<file path="src/rtl/data_mem_arbiter_if.sv">
// Bus bundle between the two requesters, the arbiter and the data memory.
// The arbiter takes the slave view; the requester/memory side takes the master view.
interface data_mem_arbiter_if;
    logic        a_req;
    logic        a_we;
    logic [31:0] a_addr;
    logic [31:0] a_wdata;
    logic        a_ack;
    logic        a_err;

    logic        b_req;
    logic        b_we;
    logic [31:0] b_addr;
    logic [31:0] b_wdata;
    logic        b_ack;
    logic        b_err;

    logic [31:0] rdata;

    logic [31:0] mem_addr;
    logic [31:0] mem_wdata;
    logic        mem_write;
    logic        mem_read;
    logic [31:0] mem_rdata;

    modport slave (
        input  a_req, a_we, a_addr, a_wdata,
        input  b_req, b_we, b_addr, b_wdata,
        input  mem_rdata,
        output a_ack, a_err, b_ack, b_err, rdata,
        output mem_addr, mem_wdata, mem_write, mem_read
    );

    modport master (
        output a_req, a_we, a_addr, a_wdata,
        output b_req, b_we, b_addr, b_wdata,
        output mem_rdata,
        input  a_ack, a_err, b_ack, b_err, rdata,
        input  mem_addr, mem_wdata, mem_write, mem_read
    );
endinterface

</file>
<file path="src/rtl/data_mem_arbiter.sv">
// Round-robin arbiter giving the MEM stage (A) and the loader/debug port (B)
// shared access to a single-port data memory: IDLE -> ACCESS -> RESP per access.
module data_mem_arbiter #(
    parameter int MEM_WORDS = 1024
) (
    input  logic               clk,
    input  logic               rst,
    data_mem_arbiter_if.slave  bus
);

    typedef enum logic [1:0] {
        IDLE   = 2'd0,
        ACCESS = 2'd1,
        RESP   = 2'd2
    } state_t;

    localparam logic [32:0] WORD_LIMIT = 33'(MEM_WORDS);

    state_t      state;
    state_t      state_nxt;

    logic        last_b;
    logic        lat_id;
    logic        lat_we;
    logic [31:0] lat_addr;
    logic [31:0] lat_wdata;
    logic        err_bit;
    logic [31:0] rdata_q;

    logic        grant;
    logic        grant_b;
    logic        sel_we;
    logic [31:0] sel_addr;
    logic [31:0] sel_wdata;
    logic        in_range;

    // Round-robin: on contention the requester not granted last wins.
    always_comb begin
        grant   = 1'b0;
        grant_b = 1'b0;
        if (bus.a_req && bus.b_req) begin
            grant   = 1'b1;
            grant_b = ~last_b;
        end else if (bus.a_req) begin
            grant   = 1'b1;
        end else if (bus.b_req) begin
            grant   = 1'b1;
            grant_b = 1'b1;
        end
    end

    always_comb begin
        sel_we    = grant_b ? bus.b_we    : bus.a_we;
        sel_addr  = grant_b ? bus.b_addr  : bus.a_addr;
        sel_wdata = grant_b ? bus.b_wdata : bus.a_wdata;
    end

    assign in_range = ({1'b0, lat_addr} < WORD_LIMIT);

    always_ff @(posedge clk or negedge rst) begin
        if (!rst) begin
            state <= IDLE;
        end else begin
            state <= state_nxt;
        end
    end

    always_comb begin
        state_nxt = state;
        case (state)
            IDLE:    if (grant) state_nxt = ACCESS;
            ACCESS:  state_nxt = RESP;
            RESP:    state_nxt = IDLE;
            default: state_nxt = IDLE;
        endcase
    end

    // Grant edge: the winner's transaction is frozen; later input churn is ignored.
    always_ff @(posedge clk or negedge rst) begin
        if (!rst) begin
            last_b    <= 1'b1;
            lat_id    <= 1'b0;
            lat_we    <= 1'b0;
            lat_addr  <= '0;
            lat_wdata <= '0;
        end else if (state == IDLE && grant) begin
            last_b    <= grant_b;
            lat_id    <= grant_b;
            lat_we    <= sel_we;
            lat_addr  <= sel_addr;
            lat_wdata <= sel_wdata;
        end
    end

    // ACCESS-ending edge: result and error are captured for the RESP cycle.
    always_ff @(posedge clk or negedge rst) begin
        if (!rst) begin
            err_bit <= 1'b0;
            rdata_q <= '0;
        end else if (state == ACCESS) begin
            err_bit <= ~in_range;
            rdata_q <= (in_range && !lat_we) ? bus.mem_rdata : '0;
        end
    end

    always_comb begin
        bus.mem_addr  = '0;
        bus.mem_wdata = '0;
        bus.mem_write = 1'b0;
        bus.mem_read  = 1'b0;
        if (state == ACCESS && in_range) begin
            bus.mem_addr  = lat_addr;
            bus.mem_wdata = lat_wdata;
            bus.mem_write = lat_we;
            bus.mem_read  = ~lat_we;
        end
    end

    always_comb begin
        bus.a_ack = 1'b0;
        bus.a_err = 1'b0;
        bus.b_ack = 1'b0;
        bus.b_err = 1'b0;
        if (state == RESP) begin
            if (lat_id) begin
                bus.b_ack = 1'b1;
                bus.b_err = err_bit;
            end else begin
                bus.a_ack = 1'b1;
                bus.a_err = err_bit;
            end
        end
    end

    assign bus.rdata = rdata_q;

endmodule

</file>
<file path="src/flat_wrapper.sv">
// flat-port wrapper written by rule: the top's interface ports become plain ports
module data_mem_arbiter_flat 
#(
    parameter int MEM_WORDS = 1024
)
  (clk, rst, bus_a_req, bus_a_we, bus_a_addr, bus_a_wdata, bus_b_req, bus_b_we, bus_b_addr, bus_b_wdata, bus_mem_rdata, bus_a_ack, bus_a_err, bus_b_ack, bus_b_err, bus_rdata, bus_mem_addr, bus_mem_wdata, bus_mem_write, bus_mem_read);
  data_mem_arbiter_if bus_i ();
  input  logic clk;
  input  logic rst;
  input wire logic [$bits(bus_i.a_req)-1:0] bus_a_req;
  input wire logic [$bits(bus_i.a_we)-1:0] bus_a_we;
  input wire logic [$bits(bus_i.a_addr)-1:0] bus_a_addr;
  input wire logic [$bits(bus_i.a_wdata)-1:0] bus_a_wdata;
  input wire logic [$bits(bus_i.b_req)-1:0] bus_b_req;
  input wire logic [$bits(bus_i.b_we)-1:0] bus_b_we;
  input wire logic [$bits(bus_i.b_addr)-1:0] bus_b_addr;
  input wire logic [$bits(bus_i.b_wdata)-1:0] bus_b_wdata;
  input wire logic [$bits(bus_i.mem_rdata)-1:0] bus_mem_rdata;
  output wire logic [$bits(bus_i.a_ack)-1:0] bus_a_ack;
  output wire logic [$bits(bus_i.a_err)-1:0] bus_a_err;
  output wire logic [$bits(bus_i.b_ack)-1:0] bus_b_ack;
  output wire logic [$bits(bus_i.b_err)-1:0] bus_b_err;
  output wire logic [$bits(bus_i.rdata)-1:0] bus_rdata;
  output wire logic [$bits(bus_i.mem_addr)-1:0] bus_mem_addr;
  output wire logic [$bits(bus_i.mem_wdata)-1:0] bus_mem_wdata;
  output wire logic [$bits(bus_i.mem_write)-1:0] bus_mem_write;
  output wire logic [$bits(bus_i.mem_read)-1:0] bus_mem_read;
  assign bus_i.a_req = bus_a_req;
  assign bus_i.a_we = bus_a_we;
  assign bus_i.a_addr = bus_a_addr;
  assign bus_i.a_wdata = bus_a_wdata;
  assign bus_i.b_req = bus_b_req;
  assign bus_i.b_we = bus_b_we;
  assign bus_i.b_addr = bus_b_addr;
  assign bus_i.b_wdata = bus_b_wdata;
  assign bus_i.mem_rdata = bus_mem_rdata;
  assign bus_a_ack = bus_i.a_ack;
  assign bus_a_err = bus_i.a_err;
  assign bus_b_ack = bus_i.b_ack;
  assign bus_b_err = bus_i.b_err;
  assign bus_rdata = bus_i.rdata;
  assign bus_mem_addr = bus_i.mem_addr;
  assign bus_mem_wdata = bus_i.mem_wdata;
  assign bus_mem_write = bus_i.mem_write;
  assign bus_mem_read = bus_i.mem_read;
  data_mem_arbiter #(.MEM_WORDS(MEM_WORDS)) u_core (.clk(clk), .rst(rst), .bus(bus_i));
endmodule
</file>
<file path="config.mk">
export PLATFORM = sky130hd
export DESIGN_NAME = data_mem_arbiter_flat
export DESIGN_NICKNAME = d
export VERILOG_FILES = /design/src/rtl/data_mem_arbiter_if.sv /design/src/rtl/data_mem_arbiter.sv /design/src/flat_wrapper.sv
export SDC_FILE = /design/constraint.sdc
export NUM_CORES = 1
export LEC_CHECK = 0
export CORE_ASPECT_RATIO = 0.6
export CORE_MARGIN = 2
export CORE_UTILIZATION = 42
export DETAILED_ROUTE_END_ITERATION = 8
export GPL_TIMING_DRIVEN = 0
export PLACE_DENSITY = 0.88
export SYNTH_ARGS = -nofsm -noshare
export SYNTH_HDL_FRONTEND = slang
export SYNTH_SLANG_ARGS = --single-unit
</file>
<file path="constraint.sdc">
create_clock -name clk -period 1.9 [get_ports clk]
set_input_delay 0.38 -clock clk [delete_from_list [all_inputs] [get_ports clk]]
set_output_delay 0.38 -clock clk [all_outputs]
set_load 0.02 [all_outputs]
</file>
After elaboration in Yosys (flattened, before gate mapping)
Cells that the tools add are included.
{"block": "op_classes", "magnitude_cmp": 1, "eq_ne": 3, "muxes": 23, "bitwise": 3, "n_reduce_logical": 6}
{"op": "$mux 32", "count": 5}
{"op": "$lt 32x11->1 const B", "count": 1}
{"op": "$mux 1", "count": 16}
{"op": "$logic_and 1x1->1", "count": 4}
{"op": "$pmux 2 s2", "count": 1}
{"op": "$not 1->1", "count": 3}
{"op": "$eq 2x1->1 const B", "count": 1}
{"op": "$eq 2x2->1 const B", "count": 1}
{"op": "$logic_not 2->1", "count": 1}
{"op": "$mux 2", "count": 1}
{"op": "$ne 2x1->1 const B", "count": 1}
{"op": "$logic_not 1->1", "count": 1}
{"block": "word_totals", "ff_bits": 102, "output_inout_bits": 102}

Logic depth before layout (Yosys ltp)
Gate-level depths: netlist of run 1.
{"block": "logic_depth", "word_depth": 5, "mapped_depth": 7, "depth_no_buf": 4}

Worst setup path after synthesis of run 1
OpenSTA, ideal clock, no wires.
{"block": "synth_timing", "kind": "reg-to-output", "from": "register u_core.lat_addr[13]", "to": "output port bus_mem_addr[0]", "arrival_time_ps": 1537, "slack_ps": -17, "stages_incl_launch_ff": 5, "path_cell_list": "dfrtp_1 -> nor4_1 -> nand4_1 -> clkbuf_1 -> nor3_1"}
{"block": "synth_via", "elab_chain_cells": 3}
{"item": "start: declaration", "line_no": "data_mem_arbiter.sv:25", "rtl": "logic [31:0] lat_addr;"}
{"item": "start signal: assignment", "line_no": "data_mem_arbiter.sv:90", "rtl": "lat_addr <= sel_addr;"}
{"item": "$lt 32x11->1", "line_no": "data_mem_arbiter.sv:58", "rtl": "assign in_range = ({1'b0, lat_addr} < WORD_LIMIT);"}
{"item": "$logic_and 1x1->1", "line_no": "data_mem_arbiter.sv:111", "rtl": "if (state == ACCESS && in_range) begin"}
{"item": "$mux 32", "line_no": "data_mem_arbiter.sv:111"}
{"item": "end: declaration", "line_no": "flat_wrapper.sv:24", "rtl": "output wire logic [$bits(bus_i.mem_addr)-1:0] bus_mem_addr;"}
Every way passes these cells.

Worst setup path in the final report of run 1
{"block": "layout_timing", "from": "register u_core.lat_addr[13]", "to": "output port bus_mem_addr[7]"}
Same word-level chain as after synthesis.

==> results of run 1 <==
-- flip-flops by register name, indices dropped and copies added, names as in the netlist --
name	count
u_core.lat_wdata	32
u_core.lat_id	1
u_core.err_bit	1
u_core.bus.rdata	32
u_core.state	2
u_core.last_b	1
u_core.lat_we	1
u_core.lat_addr	32
-- what timing repair did --
action	4_1_cts	5_1_grt
pin swaps	5	4
setup endpoints to repair	68	72
gates cloned	1	0
resized for setup	296	38
buffers inserted	5	0
-- through the flow --
step	setup TNS (ns)	utilization, %	instance area [µm²]	power, mW
after floorplan	-0.1430	-	5831	5.463
after global placement	-381.93	62.97	8502	6.351
after detailed placement	-57.56	63.15	8527	6.565
after CTS	-17.71	67.00	9046	8.679
after global routing	-21.30	67.99	9180	9.182
final	-17.32	67.99	9180	8.678
-- cells in the mapped netlist, drive strengths merged --
master	number	area share, %
dfrtp	101	44
mux2i	86	15
inv	77	5.0
buf	51	6.3
mux2	44	8.6
nor3	44	6.4
nand2	33	2.2
o41ai	32	9.0
clkbuf	10	0.65
nor4	5	0.54
and2	2	0.22
and3	2	0.22
nor2	2	0.13
a21boi	1	0.13
a21oi	1	0.087
a31oi	1	0.11
conb	1	0.065
dfstp	1	0.46
nand2b	1	0.11
nand3	1	0.17
nand4	1	0.11
nor2b	1	0.11
o21a	1	0.13
o21ai	1	0.087
o22a	1	0.15
-- area by class of cell --
| class | instances | area [µm²] | share of cell area (%) |
|---|---|---|---|
| multi-input cells | 282 | 2816 | 30.68 |
| flip-flops and latches | 102 | 2554 | 27.82 |
| repair buffers | 252 | 2489 | 27.11 |
| plain buffers | 59 | 489.2 | 5.329 |
| inverters | 77 | 289.0 | 3.148 |
| clock buffers | 10 | 239.0 | 2.603 |
| well taps | 175 | 219.0 | 2.385 |
| clock inverters | 5 | 82.58 | 0.8996 |
| diodes | 1 | 2.502 | 0.02726 |
-- final timing paths --
check / from / cells after the start / end
min reg2reg: u_core.bus.rdata[31] / 2 / u_core.bus.rdata[31]
max: u_core.lat_addr[13] / 7 / bus_mem_addr[7]
min: rst / 1 / u_core.lat_addr[2]
max reg2reg: u_core.state[0] / 6 / u_core.lat_wdata[27]
max in group asynchronous: rst / 2 / u_core.last_b
min in group clk: u_core.bus.rdata[31] / 2 / u_core.bus.rdata[31]
-- power groups by stage --
stage	clock network (mW)	logic (mW)	registers (mW)
final	1.99	3.40	3.29
after global routing	2.12	3.69	3.37
after CTS	2.03	3.36	3.29
after detailed placement	0	3.29	3.27
after global placement	0	3.13	3.22
after floorplan	0	2.29	3.17
-- routing by layer --
| layer | global-route usage (%) | vias to the layer above | share of wire, % |
|---|---|---|---|
| met2 | 41.30 | 166 | 50 |
| met4 | 4.861 | 0 | 0.93 |
| met1 | 28.45 | 2319 | 43 |
| li1 | - | 2218 | - |
| met3 | 5.599 | 15 | 6.5 |
| met5 | 0 | - | 0 |
-- worst reg2reg max path, cell delays in order, from the launching register on --
cell and delay [ns]:
dfrtp_1 0.43, nor2_2 0.21, o21a_1 0.19, buf_2 0.15
buf_4 0.21, buf_4 0.27, mux2i_1 0.22
-- logic make-up (layout without fill, tap and decap cells) --
family | after synthesis | in the layout
flip-flops | 102 | 102
AO/OA/AOI/OAI | 38 | 38
other | 1 | 23
multiplexers | 130 | 130
buffers and inverters | 138 | 403
AND/OR/NAND/NOR | 92 | 92
==> reports/metrics.csv, run 1 <==
metric;value;unit
via count;4718;
register area share after synthesis;44.40;%
max incr delay on CP;0.40;ns
Final Hold Fails;0;
multiplexer share of the synthesized area;23.58;%
Reg power frac;37.9;%
Tcrit/Tclk final;122.9;%
die span in x;155.1;µm
Routed wire per std cell;17.51;µm
P_leak;4.334;nW
slew of the pin with the lowest slew margin;0.7339;ns
Critical Path Start Type;flip-flop;
Clock Sinks;102;
Crit Path Class;reg2out;
data arrival time of the worst path;1.96;ns
TritonCTS clock tree;built;
Synth Instances;501;
VDD IR max;486.5;µV
hpwl dp;13080;µm
Worst-path clk slew;0.07;ns
Max Cap Viol;0;
DR pass1 iterations;4;
largest net degree at the start of global routing;59;
Die H;94.65;µm
TritonCTS Buffers;9;
mapped cell area;0.005752;mm²
r2r setup slk;0.14;ns
Synth Area in Simple Gates;10.20;%
WL final;16860;µm
clock power share;23.0;%
final worst slack;-0.4359;ns
Setup Slack @ Placement;-1.071;ns
Crit Path Max Fanout;5;
CP required;1.52;ns
post-route insts no fill;963;
Synth Area in Compound Gates;9.745;%
slowest library cell on the worst path;dfrtp_1;
share of layout cells above drive strength 1;31.64;%
vias in the first global route;5079;
final setup fails;44;
CTS H-tree lvls;3;
first-pass GRT wire length;26230;µm
Max Freq;0.4281;GHz
GRT Util Overall;22.99;%
Final GP Congestion;0.8090;
Yosys reg bits;102;
commonest non-fill, non-tap cell in the layout;clkdlybuf4s50_1;
Ys Warns;0;
largest family of logic cells by synthesized area;multiplexers;
area delta synth->final;59.60;%
Remaining DRCs;0;
initial antenna violation count;1;
status;finished, violations left;
pwr dens;945.3;mW/mm²
Rows;33;
Syn Area/Cell;11.48;µm²
RSZ-0062 raised after global routing;yes;
Synth cell types;29;
CP endpoint kind;primary output;
Layout Nets;949;
Clock Skews;0.009511;ns
CTS max path bufs;2;
Buf+Inv Stages, Crit Path;4;
Antenna Nets Post-Route;0;
dpl cells;943;
critical path's most frequent cell;buf_6;
FILL cells;1031;
Worst-Skew Late Latency;0.34;ns
Hold Slack;0.03817;ns
GRT Residual Overflow;0;
xor-xnor portion of the synthesized cell area;0;%
Synth Area in Adders;0;%
failing checks;negative setup slack;
Die Area;0.01468;mm²
final slew viol count;0;
Root Driver;clkbuf_16;
io pins;268;
largest delay contributor family on the critical path;simple AND/OR/NAND/NOR gates;
vias per cell;4.899;
core area;0.01350;mm²
combinational power share;39.1;%
Hold Path Class;in2async;
hold-fix buffers at CTS;0;
NetSw;3.025;mW
starting density of the core;42.60;%
Starting DRT DRC Count;114;
sw frac;34.86;%
most frequent cells in the layout;196 x clkdlybuf4s50_1, 101 x dfrtp_1, 86 x mux2i_1, 76 x inv_1, 62 x buf_4;
I/O Buffers;245;
critical path, cell by cell;nor4_2 > nand4_1 > buf_6 > buf_6 > buf_8 > nor3_4 > buf_6;
Int Pwr;5.652;mW
Max-slew headroom;51.07;%
Tmin final;2.336;ns
(Power assumes the default switching activity.)
==> inputs of run 2 (changes only) <==
--- a/config.mk
+++ b/config.mk
@@ -14,3 +14,4 @@
 export SYNTH_ARGS = -nofsm -noshare
 export SYNTH_HDL_FRONTEND = slang
 export SYNTH_SLANG_ARGS = --single-unit
+export TNS_END_PERCENT = 20
==> reports/metrics.csv, run 2 (synthesized netlist as in run 1, its figures left out) <==
metric;value;unit;change
status;finished, violations left;;unchanged
failing checks;negative setup slack;;unchanged
post-route insts no fill;964;;was 963
largest net degree at the start of global routing;59;;unchanged
Rows;33;;unchanged
Worst-Skew Late Latency;0.34;ns;about the same
Crit Path Max Fanout;10;;was 5
CTS H-tree lvls;3;;unchanged
Tcrit/Tclk final;121.4;%;was 122.9%
Reg power frac;38.1;%;was 37.9%
final worst slack;-0.4060;ns;was -0.4359 ns
Die H;94.65;µm;unchanged
starting density of the core;42.60;%;unchanged
slowest library cell on the worst path;dfrtp_1;;unchanged
CTS max path bufs;2;;unchanged
die span in x;155.1;µm;unchanged
vias per cell;4.835;;was 4.899
Routed wire per std cell;17.43;µm;was 17.51 µm
RSZ-0062 raised after global routing;yes;;unchanged
via count;4661;;was 4718
clock power share;23.0;%;about the same
data arrival time of the worst path;1.93;ns;was 1.96 ns
io pins;268;;unchanged
critical path, cell by cell;nor4_2 > nand4_1 > buf_6 > buf_12 > buf_12 > nor3_4 > buf_6;;was nor4_2 > nand4_1 > buf_6 > buf_6 > buf_8 > nor3_4 > buf_6
dpl cells;943;;unchanged
FILL cells;1046;;was 1031
max incr delay on CP;0.40;ns;about the same
Critical Path Start Type;flip-flop;;unchanged
Tmin final;2.306;ns;was 2.336 ns
area delta synth->final;57.41;%;was 59.60%
final setup fails;44;;unchanged
Antenna Nets Post-Route;0;;unchanged
WL final;16800;µm;was 16860 µm
hpwl dp;13080;µm;unchanged
TritonCTS Buffers;9;;unchanged
VDD IR max;487.3;µV;was 486.5 µV
P_leak;4.265;nW;was 4.334 nW
initial antenna violation count;1;;unchanged
I/O Buffers;245;;unchanged
setup_tns;-16.71;ns;was -17.32 ns
Worst-path clk slew;0.07;ns;about the same
DR pass1 iterations;4;;unchanged
final slew viol count;0;;unchanged
Hold Slack;0.03820;ns;was 0.03817 ns
design area;0.009054;mm²;was 0.009180 mm²
Remaining DRCs;0;;unchanged
Clock Sinks;102;;unchanged
CP required;1.52;ns;about the same
total power;8.641;mW;was 8.678 mW
NetSw;2.982;mW;was 3.025 mW
commonest non-fill, non-tap cell in the layout;clkdlybuf4s50_1;;unchanged
most frequent cells in the layout;196 x clkdlybuf4s50_1, 101 x dfrtp_1, 86 x mux2i_1, 76 x inv_1, 69 x buf_4;;was 196 x clkdlybuf4s50_1, 101 x dfrtp_1, 86 x mux2i_1, 76 x inv_1, 62 x buf_4
Crit Path Class;reg2out;;unchanged
Max-slew headroom;47.05;%;was 51.07%
vias in the first global route;5075;;was 5079
Final GP Congestion;0.8090;;unchanged
GRT Residual Overflow;0;;unchanged
Root Driver;clkbuf_16;;unchanged
Clock Skews;0.009181;ns;was 0.009511 ns
Max Cap Viol;0;;unchanged
first-pass GRT wire length;26250;µm;was 26230 µm
Layout Nets;950;;was 949
share of layout cells above drive strength 1;31.22;%;was 31.64%
CP endpoint kind;primary output;;unchanged
GRT Util Overall;23.02;%;was 22.99%
pwr dens;954.4;mW/mm²;was 945.3 mW/mm²
combinational power share;38.9;%;was 39.1%
Starting DRT DRC Count;109;;was 114
Hold Path Class;in2async;;unchanged
Int Pwr;5.659;mW;was 5.652 mW
hold-fix buffers at CTS;0;;unchanged
Final Hold Fails;0;;unchanged
core area;0.01350;mm²;unchanged
Die Area;0.01468;mm²;unchanged
slew of the pin with the lowest slew margin;0.7943;ns;was 0.7339 ns
Max Freq;0.4336;GHz;was 0.4281 GHz
TritonCTS clock tree;built;;unchanged
placed cell area;0.008527;mm²;unchanged
sw frac;34.51;%;was 34.86%
-- run 2: cell types whose count changed in the layout (fill, tap and decap cells not counted), sizes merged --
cell / before / now
buf: 103 / 104
-- run 2: cell type report --
| cell class | count | area [µm²] | area share, % |
|---|---|---|---|
| Multi-Input combinational cell | 282 | 2758 | 30.46 |
| Sequential cell | 102 | 2554 | 28.21 |
| Timing Repair Buffer | 253 | 2445 | 27.00 |
| Buffer | 59 | 465.4 | 5.141 |
| Inverter | 77 | 289.0 | 3.192 |
| Clock buffer | 10 | 239.0 | 2.640 |
| Tap cell | 175 | 219.0 | 2.418 |
| Clock inverter | 5 | 82.58 | 0.9121 |
| Antenna cell | 1 | 2.502 | 0.02764 |
-- run 2: per-stage QoR --
step,utilization [%],setup WS [ns]
2_1_floorplan,-,-0.01743
3_3_place_gp,62.97,-3.214
3_5_place_dp,63.15,-1.071
4_1_cts,66.14,-0.4749
5_1_grt,67.06,-0.4924
6_report,67.06,-0.4060
-- run 2: power by group through the flow --
stage / clock, mW / combinational [mW] / sequential, mW
3_5_place_dp: 0 / 3.29 / 3.27
5_1_grt: 2.12 / 3.66 / 3.37
2_1_floorplan: 0 / 2.29 / 3.17
6_report: 1.98 / 3.36 / 3.29
3_3_place_gp: 0 / 3.13 / 3.22
4_1_cts: 2.03 / 3.34 / 3.29
-- run 2: critical path, delay by kind of cell (launching register included) --
kind | cells | cell delay, ns
buf+inv | 4 | 0.58
flops | 1 | 0.40
simple gates | 3 | 0.61
-- run 2: timing repair --
item,CTS,global route
pin swaps,5,5
gates resized for setup,275,29
buffers inserted,4,3
endpoints found under the setup margin,68,72
-- run 2: final timing paths --
kind	startpoint	end	slack, ns	cells after the start
worst max register to register	u_core.lat_addr[22]	u_core.bus.rdata[14]	0.06	6
worst max-delay path	u_core.lat_addr[13]	bus_mem_wdata[20]	-0.41	7
worst min register to register	u_core.bus.rdata[31]	u_core.bus.rdata[31]	0.49	2
min in group clk	u_core.bus.rdata[31]	u_core.bus.rdata[31]	0.49	2
max in group asynchronous	rst	u_core.last_b	1.13	2
worst min-delay path	rst	u_core.lat_addr[2]	0.04	1
-- run 2: per-layer routing --
layer	routed length, µm	up-vias	global-route usage (%)
met5	0	-	0
met4	163	0	5.015
met3	1041	16	5.691
met2	8388	158	41.41
met1	7206	2263	28.35
li1	-	2224	-
==> inputs of run 3 (changes only) <==
--- a/config.mk
+++ b/config.mk
@@ -7,10 +7,12 @@
 export LEC_CHECK = 0
 export CORE_ASPECT_RATIO = 0.6
 export CORE_MARGIN = 2
-export CORE_UTILIZATION = 42
+export CORE_UTILIZATION = 50
 export DETAILED_ROUTE_END_ITERATION = 8
+export DONT_BUFFER_PORTS = 1
 export GPL_TIMING_DRIVEN = 0
-export PLACE_DENSITY = 0.88
+export PLACE_DENSITY = 0.71
+export SETUP_SLACK_MARGIN = 0.3
 export SYNTH_ARGS = -nofsm -noshare
 export SYNTH_HDL_FRONTEND = slang
 export SYNTH_SLANG_ARGS = --single-unit
==> reports/metrics.csv, run 3 (synthesized netlist as in run 1, its figures left out) <==
metric;value;unit;change
largest delay contributor family on the critical path;simple AND/OR/NAND/NOR gates;;unchanged
Layout Nets;714;;was 950
Final GP Congestion;0.7812;;was 0.8090
Max-slew headroom;44.53;%;was 47.05%
Hold Path Class;in2async;;unchanged
Buf+Inv Stages, Crit Path;3;;was 4
setup_tns;-17.52;ns;was -16.71 ns
Hold Slack;-0.2680;ns;was 0.03820 ns
vias in the first global route;3900;;was 5075
VDD IR max;563.2;µV;was 487.3 µV
CTS max path bufs;2;;unchanged
area delta synth->final;25.63;%;was 57.41%
pwr dens;1152;mW/mm²;was 954.4 mW/mm²
final setup fails;44;;unchanged
failing checks;negative hold slack, negative setup slack;;was negative setup slack
Root Driver;clkbuf_16;;unchanged
Max Cap Viol;0;;unchanged
placed cell area;0.006399;mm²;was 0.008527 mm²
most frequent cells in the layout;101 x dfrtp_1, 86 x mux2i_1, 76 x inv_1, 44 x nor3_4, 44 x mux2_2;;was 196 x clkdlybuf4s50_1, 101 x dfrtp_1, 86 x mux2i_1, 76 x inv_1, 69 x buf_4
Remaining DRCs;0;;unchanged
data arrival time of the worst path;1.97;ns;was 1.93 ns
TritonCTS Buffers;9;;unchanged
share of layout cells above drive strength 1;39.86;%;was 31.22%
clock power share;21.2;%;was 23.0%
final worst slack;-0.4487;ns;was -0.4060 ns
Worst-path clk slew;0.07;ns;about the same
first-pass GRT wire length;21170;µm;was 26250 µm
WL final;14300;µm;was 16800 µm
starting density of the core;51.08;%;was 42.60%
Starting DRT DRC Count;128;;was 109
status;finished, violations left;;unchanged
critical path, cell by cell;nor4_2 > nand4_1 > buf_6 > buf_12 > buf_16 > nor3_4;;was nor4_2 > nand4_1 > buf_6 > buf_12 > buf_12 > nor3_4 > buf_6
slowest library cell on the worst path;dfrtp_1;;unchanged
Die Area;0.01241;mm²;was 0.01468 mm²
CP required;1.52;ns;about the same
vias per cell;5.467;;was 4.835
Crit Path Max Fanout;8;;was 10
max incr delay on CP;0.39;ns;was 0.40 ns
Crit Path Class;reg2out;;unchanged
via count;3805;;was 4661
largest net degree at the start of global routing;103;;was 59
Routed wire per std cell;20.54;µm;was 17.43 µm
P_leak;3.757;nW;was 4.265 nW
CTS H-tree lvls;3;;unchanged
RSZ-0062 raised after global routing;yes;;unchanged
initial antenna violation count;0;;was 1
Int Pwr;5.238;mW;was 5.659 mW
Max Freq;0.4258;GHz;was 0.4336 GHz
Clock Skews;0.009328;ns;was 0.009181 ns
Diodes inserted;0;;was 1
slew of the pin with the lowest slew margin;0.8321;ns;was 0.7943 ns
Reg power frac;39.5;%;was 38.1%
io pins;268;;unchanged
final slew viol count;0;;unchanged
core area;0.01126;mm²;was 0.01350 mm²
NetSw;3.087;mW;was 2.982 mW
FILL cells;869;;was 1046
Worst-Skew Late Latency;0.34;ns;about the same
Tmin final;2.349;ns;was 2.306 ns
I/O Buffers;0;;was 245
Tcrit/Tclk final;123.6;%;was 121.4%
Final Hold Fails;102;;was 0
Die H;87.08;µm;was 94.65 µm
Critical Path Start Type;flip-flop;;unchanged
commonest non-fill, non-tap cell in the layout;dfrtp_1;;was clkdlybuf4s50_1
TritonCTS clock tree;built;;unchanged
sw frac;37.08;%;was 34.51%
design area;0.007226;mm²;was 0.009054 mm²
Antenna Nets Post-Route;0;;unchanged
CP endpoint kind;primary output;;unchanged
die span in x;142.5;µm;was 155.1 µm
GRT Residual Overflow;0;;unchanged
DR pass1 iterations;4;;unchanged
combinational power share;39.3;%;was 38.9%
Rows;30;;was 33
hpwl dp;10470;µm;was 13080 µm
Clock Sinks;102;;unchanged
GRT Util Overall;22.81;%;was 23.02%
## run 3: cell count changes in the layout (fill, tap and decap cells not counted), moves of 9 or more
cell | previous run | this run
nor3_4 | 12 | 44
o41ai_4 | 1 | 10
o41ai_2 | 31 | 22
nor3_2 | 26 | 0
clkdlybuf4s50_1 | 196 | 0
buf_4 | 69 | 33
buf_2 | 13 | 2
## run 3: power groups by stage
stage               Combinational, mW  Sequential (mW)  Clock [mW]
floorplan                        2.50             3.18           0
global placement                 2.90             3.24           0
detailed placement               3.02             3.27           0
CTS                              3.15             3.27        1.81
global route                     3.54             3.37        1.90
finish                           3.27             3.29        1.76
## run 3: timing repair
item | 4_1_cts | 5_1_grt
endpoints found under the setup margin | 136 | 134
gates resized for setup | 51 | 36
cloned | 1 | 1
pin swaps | 29 | 23
endpoints found under the hold margin | 102 | 102
setup buffers | 11 | 2
## run 3: path summary, 6_finish.rpt
check,startpoint,to,slack [ns],cells past startpoint
worst max register to register,u_core.lat_addr[13],u_core.bus.rdata[10],0.09,7
worst min-delay path,rst,u_core.lat_wdata[7],-0.27,0
min in group clk,bus_a_req,u_core.last_b,0.11,1
worst max-delay path,u_core.lat_addr[13],bus_mem_wdata[28],-0.45,6
max in group asynchronous,rst,u_core.last_b,1.89,0
worst min register to register,u_core.lat_addr[30],u_core.lat_addr[30],0.51,1
## run 3: metal layers
layer / wire length [µm] / GRT usage [%]
met1: 6030 / 29.68
met2: 7076 / 38.33
met3: 1081 / 6.927
met4: 108 / 4.680
met5: 0 / 0
## run 3: cell type report
cell class              instances  area, µm²  share of cell area [%]
flip-flops and latches        102       2554                   35.34
inverters                      77      291.5                   4.035
plain buffers                  61      630.6                   8.727
repair buffers                 15      172.7                   2.390
multi-input cells             282       3113                   43.08
clock inverters                 4      31.28                  0.4329
well taps                     144      180.2                   2.494
clock buffers                  11      252.7                   3.498
## run 3: per-stage QoR
| stage | power [mW] | cells | setup slack, ns | utilization (%) | hold slack [ns] |
|---|---|---|---|---|---|
| after floorplan | 5.684 | 522 | 0.07726 | - | 0.08441 |
| after global placement | 6.139 | 666 | -0.4345 | 56.82 | 0.08645 |
| after detailed placement | 6.292 | 666 | -0.4132 | 56.82 | 0.08722 |
| after CTS | 8.231 | 693 | -0.4451 | 62.26 | -0.2821 |
| after global routing | 8.815 | 696 | -0.5282 | 64.17 | -0.2933 |
| final | 8.324 | 696 | -0.4487 | 64.17 | -0.2680 |
## run 3: worst register-to-register path: stages, from the launching register on
cell	delay [ns]
dfrtp_1	0.39
nor4_2	0.31
nand4_1	0.16
buf_6	0.17
buf_4	0.15
buf_6	0.11
buf_12	0.14
o41ai_4	0.28
